## config.mk

```make
export PLATFORM = sky130hd
export DESIGN_NAME = mem_arbiter
export DESIGN_NICKNAME = d
export VERILOG_FILES = /design/src/rtl/mem_arbiter.sv
export SDC_FILE = /design/constraint.sdc
export NUM_CORES = 1
export LEC_CHECK = 0
export ABC_AREA = 1
export BUFFER_PORTS_ARGS = -buffer_cell sky130_fd_sc_hd__buf_4
export CAP_MARGIN = 0
export CORE_UTILIZATION = 48
export CTS_CLUSTER_DIAMETER = 60
export DETAILED_ROUTE_END_ITERATION = 6
export HOLD_SLACK_MARGIN = 0.03
export PLACE_DENSITY = 0.88
export SYNTH_ARGS = -nofsm -noshare
export SYNTH_HDL_FRONTEND = slang
export SYNTH_SLANG_ARGS = --single-unit
```

## constraint.sdc

```tcl
create_clock -name clk -period 1.76 [get_ports clk]
set_input_delay 0.176 -clock clk [delete_from_list [all_inputs] [get_ports clk]]
set_output_delay 0.176 -clock clk [all_outputs]
set_load 0.01 [all_outputs]
```

## src/rtl/mem_arbiter.sv

```systemverilog
// mem_arbiter: shares one synchronous RAM between instruction fetch and data ports.
// Optional MEM_ARB_PERF_EN adds per-port stall-cycle counters.
module mem_arbiter #(
  parameter int ADDR_W     = 32,
  parameter int DATA_W     = 32,
  parameter int MEM_LAT    = 1,
  parameter int STARVE_MAX = 4
) (
  input  logic              clk,
  input  logic              rst,
  input  logic              if_req,
  input  logic [ADDR_W-1:0] if_addr,
  output logic [DATA_W-1:0] if_rdata,
  output logic              if_ack,
  input  logic              d_req,
  input  logic              d_we,
  input  logic [2:0]        d_type,
  input  logic [ADDR_W-1:0] d_addr,
  input  logic [DATA_W-1:0] d_wdata,
  output logic [DATA_W-1:0] d_rdata,
  output logic              d_ack,
  output logic              mem_en,
  output logic              mem_we,
  output logic [2:0]        mem_type,
  output logic [ADDR_W-1:0] mem_addr,
  output logic [DATA_W-1:0] mem_wdata,
  input  logic [DATA_W-1:0] mem_rdata,
  output logic              busy
`ifdef MEM_ARB_PERF_EN
  ,
  output logic [31:0]       if_stall_cnt,
  output logic [31:0]       d_stall_cnt
`endif
);
  typedef enum logic [1:0] {IDLE, ISSUE, WAIT, RESP} state_t;
  state_t state;
  logic owner_d;
  logic [3:0] starve_cnt;
  logic [1:0] wait_cnt;
  logic grant_d, grant_i;
  // data has fixed priority unless fetch has lost STARVE_MAX contested rounds in a row
  always_comb begin
    grant_d = d_req && !(if_req && starve_cnt == 4'(STARVE_MAX));
    grant_i = if_req && !grant_d;
  end
  always_ff @(posedge clk or negedge rst) begin
    if (!rst) begin
      state      <= IDLE;
      owner_d    <= 1'b0;
      starve_cnt <= '0;
      wait_cnt   <= '0;
      if_rdata   <= '0;
      if_ack     <= 1'b0;
      d_rdata    <= '0;
      d_ack      <= 1'b0;
      mem_en     <= 1'b0;
      mem_we     <= 1'b0;
      mem_type   <= '0;
      mem_addr   <= '0;
      mem_wdata  <= '0;
      busy       <= 1'b0;
    end else begin
      case (state)
        IDLE: if (grant_d || grant_i) begin
          state    <= ISSUE;
          busy     <= 1'b1;
          owner_d  <= grant_d;
          mem_en   <= 1'b1;
          mem_we   <= grant_d && d_we;
          mem_type <= grant_d ? d_type : 3'b010;
          mem_addr <= grant_d ? d_addr : if_addr;
          if (grant_d) mem_wdata <= d_wdata;
          if (grant_i) starve_cnt <= '0;
          else if (if_req && starve_cnt != 4'hf) starve_cnt <= starve_cnt + 4'd1;
        end
        ISSUE: begin
          mem_en   <= 1'b0;
          mem_we   <= 1'b0;
          wait_cnt <= 2'(MEM_LAT - 1);
          state    <= mem_we ? RESP : WAIT;
          d_ack    <= mem_we;
        end
        WAIT: if (wait_cnt == '0) begin
          state <= RESP;
          if (owner_d) begin
            d_ack   <= 1'b1;
            d_rdata <= mem_rdata;
          end else begin
            if_ack   <= 1'b1;
            if_rdata <= mem_rdata;
          end
        end else wait_cnt <= wait_cnt - 2'd1;
        RESP: begin
          if_ack <= 1'b0;
          d_ack  <= 1'b0;
          busy   <= 1'b0;
          state  <= IDLE;
        end
      endcase
    end
  end
`ifdef MEM_ARB_PERF_EN
  always_ff @(posedge clk or negedge rst) begin
    if (!rst) begin
      if_stall_cnt <= '0;
      d_stall_cnt  <= '0;
    end else begin
      if_stall_cnt <= if_stall_cnt + 32'(if_req && !if_ack);
      d_stall_cnt  <= d_stall_cnt + 32'(d_req && !d_ack);
    end
  end
`endif
endmodule
```

==> metrics.md <==
| Metric | Value |
|---|---|
| Status | `completed` |
| Seq pwr share | `0.354` |
| Fin crit share | `0.950` |
| RSZ-0062 raised after global routing | `yes` |
| Yosys top cell by area | `dfrtp_1` |
| Min-Delay Path Depth | `3` |
| Buf/Inv on CP | `3` |
| # nets final | `1206` |
| Avg Inst Size Synth | `8.45 um2` |
| Reg2reg path depth | `9` |
| H-tree depth | `4` |
| Final Util | `0.747` |
| Crit path depth | `9` |
| #FFs+latches synth | `145` |
| Sequential fraction of the synthesis area | `0.563` |
| Initial Util | `0.501` |
| Max Fclk | `0.598 GHz` |
| Sw Ratio | `0.365` |
| Unique masters post-synth | `22` |
| Worst path arrival time | `1.96 ns` |
| Worst slew pin tran | `0.415 ns` |
| Cells after DPL | `1187` |
| Syn Nets | `906` |
| Most area-consuming cells after synthesis | `dfrtp_1 (56%), nand2_1 (13%), inv_1 (8.7%)` |
| CTS clk-pin slew, worst paths | `0.06 ns` |
| First-pass GRT wire length | `29000 um` |
| Area grow syn2layout | `49.2%` |
| Combinational power share | `0.428` |
| Hold Crit Endpoint | `mem_wdata[12]$_DFFE_PN0P_` |
| Pins Over Slew Limit | `0` |
| MaxCap Viol Count | `0` |
| Crit-path cells | `inv_1, ha_1, nand2_1, inv_1, nand2_4, buf_6, nand3_1, nand3_1, nand2_1` |
| Top-area cell type share of the netlist area | `0.563` |
| RR Endpoint | `mem_addr[31]$_DFFE_PN0P_` |
| Hold Crit Class | `primary input to register` |
| Placer Congestion | `0.812` |
| Fill cell count | `881` |
| Fin cells | `1247` |
| Switching power | `0.00614 W` |
| Max_slew headroom | `0.721` |
| Gr usage total | `0.264` |
| Mapped Cells | `763` |
| Clock Sink Count | `145` |
| Synth warnings | `0` |
| CP max stage cell | `dfrtp_1` |
| Mapped cell area | `0.00645 mm2` |
| Final setup viols | `0` |
| Register-to-register path setup slack | `0.09 ns` |
| Clock Path Buffers | `2` |
| CTS root buf | `clkbuf_16` |
| Remaining DRCs | `0` |
| Family with the most delay on the worst path | `simple AND/OR/NAND/NOR gates` |
| IO buf count | `271` |
| 1st-iter DRT viols | `314` |
| Worst-path maximum fanout | `32` |
| Routed wire length | `17900 um` |
| Worst path required time | `2.05 ns` |
| Power Internal | `0.0107 W` |
| DR vias/cell | `4.84` |
| Leak pwr | `5.47 nW` |
| Power density over the cells | `1750 mW/mm2` |
| Final hold vios | `0` |
| Layout cells sized above 1 | `0.328` |
| Clock power share | `0.218` |
| Worst vdd ir | `0.000793 V` |
| Row cnt | `41` |
| Largest net degree at the start of global routing | `65` |
| Antenna cells | `0` |
| CP Capture Type | `register` |
| GRT overflow | `0` |
| Core area | `0.0129 mm2` |
| Die area | `0.0139 mm2` |
| Initial antenna violation count | `0` |
| WS Path Type | `register to register` |
| Antenna Violating Nets Remaining | `0` |
| 1st-pass router iterations | `5` |
| Final worst clock skew | `0.0123 ns` |
| Number of global-route vias before repair | `6039` |
| Min Tclk post-route | `1.67 ns` |
| Hold wc startpoint | `d_wdata[12]` |
| Die X-Extent | `118 um` |
| DP HPWL | `12000 um` |
| DR WL/cell | `14.3 um` |
| Num CTS Buffers | `17` |
| Routed vias | `6036` |
| Final hold slack | `0.0445 ns` |
| Clk Latency, worst-skew pair | `0.41 ns` |
| CTS tree | `yes` |
| Die height | `118 um` |
| Worst reg2reg startpoint | `starve_cnt[0]$_DFFE_PN0P_` |
| I/O pin count | `272` |
| Max incr delay on CP | `0.41 ns` |
| Startpoint Class | `register` |
==> cell families (layout without fill, tap and decap cells) <==
logic type	count (synthesis)	count (layout)	share of synthesized area
AO/OA/AOI/OAI	112	112	0.102
flip-flops	145	145	0.563
buffers and inverters	188	500	0.120
XOR/XNOR	1	1	0.00136
adder cells (fa/ha/maj)	7	7	0.0136
AND/OR/NAND/NOR	310	310	0.200
==> per-layer routing <==
layer | track usage | vias up | wire length, um
met5 | 0 | - | 0
met4 | 0.120 | 0 | 542
met3 | 0.0649 | 45 | 1120
met2 | 0.469 | 266 | 9330
met1 | 0.299 | 2794 | 6880
li1 | - | 2931 | -
==> power groups by stage <==
stage	sequential (W)	clock (W)	combinational [W]
3_5_place_dp	0.00593	0	0.00704
2_1_floorplan	0.00655	0	0.00278
5_1_grt	0.00612	0.00387	0.00785
6_report	0.00596	0.00367	0.00719
4_1_cts	0.00592	0.00371	0.00716
3_3_place_gp	0.00591	0	0.00677
==> state kept, by name, summed over array words and instances (netlist names) <==
register	cells
d_rdata	32
if_rdata	32
mem_addr	32
mem_wdata	32
starve_cnt	4
mem_type	3
state	2
wait_cnt	2
busy	1
d_ack	1
if_ack	1
mem_en	1
mem_we	1
owner_d	1
==> cell usage in the layout, fill, tap and decap left out, types with 3 or more instances in the layout <==
| cell type | synthesis | layout |
|---|---|---|
| clkbuf_1 | 15 | 3 |
| o21ai_0 | 82 | 81 |
| nand2_1 | 222 | 221 |
| buf_12 | 0 | 5 |
| buf_4 | 7 | 280 |
| clkbuf_8 | 0 | 3 |
| buf_6 | 5 | 3 |
| clkbuf_16 | 0 | 17 |
| bufinv_16 | 0 | 3 |
| dfrtp_1 | 145 | 145 |
| nand3_1 | 75 | 74 |
| ha_1 | 7 | 6 |
| dlygate4sd3_1 | 0 | 29 |
| o21ai_2 | 26 | 26 |
| inv_1 | 149 | 149 |
| nor2_1 | 6 | 6 |
==> per-stage QoR <==
step / total power [W] / cell area, um2 / setup WS [ns] / setup TNS, ns
after floorplan: 0.00933 / 6450 / 0.296 / 0
after global placement: 0.0127 / 8690 / 0.148 / 0
after CTS: 0.0168 / 9600 / 0.0193 / 0
final: 0.0168 / 9620 / 0.0877 / 0
after detailed placement: 0.0130 / 8690 / 0.0828 / 0
after global routing: 0.0178 / 9620 / -0.00815 / -0.00815
==> repair_timing <==
| item | CTS | global route |
|---|---|---|
| gates resized for setup | 1 | 9 |
| setup endpoints to repair | 2 | 65 |
| hold buffers | 29 | 0 |
| hold endpoints to repair | 66 | 0 |
| buffers inserted | 0 | 0 |
==> synthesized netlist by cell type <==
| library cell | instances |
|---|---|
| o21ai_0 | 82 |
| buf_4 | 7 |
| nand3_1 | 75 |
| o22ai_1 | 1 |
| xor2_1 | 1 |
| inv_1 | 149 |
| ha_1 | 7 |
| buf_1 | 3 |
| nand3_2 | 1 |
| nand4_1 | 2 |
| inv_2 | 3 |
| dfrtp_1 | 145 |
| nor2_2 | 2 |
| o21ai_1 | 1 |
| nor2_1 | 6 |
| o21ai_2 | 26 |
| nand2_4 | 2 |
| a21oi_1 | 2 |
| buf_2 | 6 |
| nand2_1 | 222 |
| clkbuf_1 | 15 |
| buf_6 | 5 |
==> worst min-delay path, cell delays in order <==
cell and delay [ns]:
buf_4 0.11, inv_1 0.07, o21ai_2 0.06
==> worst max-delay path by stage <==
stage | startpoint | to
2_1_floorplan | state[0]$_DFFE_PN0P_ | mem_addr[0]$_DFFE_PN0P_
3_5_place_dp | state[0]$_DFFE_PN0P_ | mem_we$_DFFE_PN0P_
6_report | starve_cnt[0]$_DFFE_PN0P_ | mem_addr[31]$_DFFE_PN0P_
4_1_cts | starve_cnt[0]$_DFFE_PN0P_ | mem_addr[31]$_DFFE_PN0P_
3_3_place_gp | state[0]$_DFFE_PN0P_ | mem_we$_DFFE_PN0P_
5_1_grt | starve_cnt[0]$_DFFE_PN0P_ | mem_addr[31]$_DFFE_PN0P_
==> final cells by class <==
cell class,count,area [um2],share of cell area
well taps,172,215,0.0224
clock buffers,23,478,0.0497
repair buffers,317,2530,0.262
inverters,152,573,0.0595
clock inverters,8,128,0.0133
flip-flops and latches,145,3630,0.377
multi-input cells,430,2080,0.216
Power figures use the tool's default switching activity.
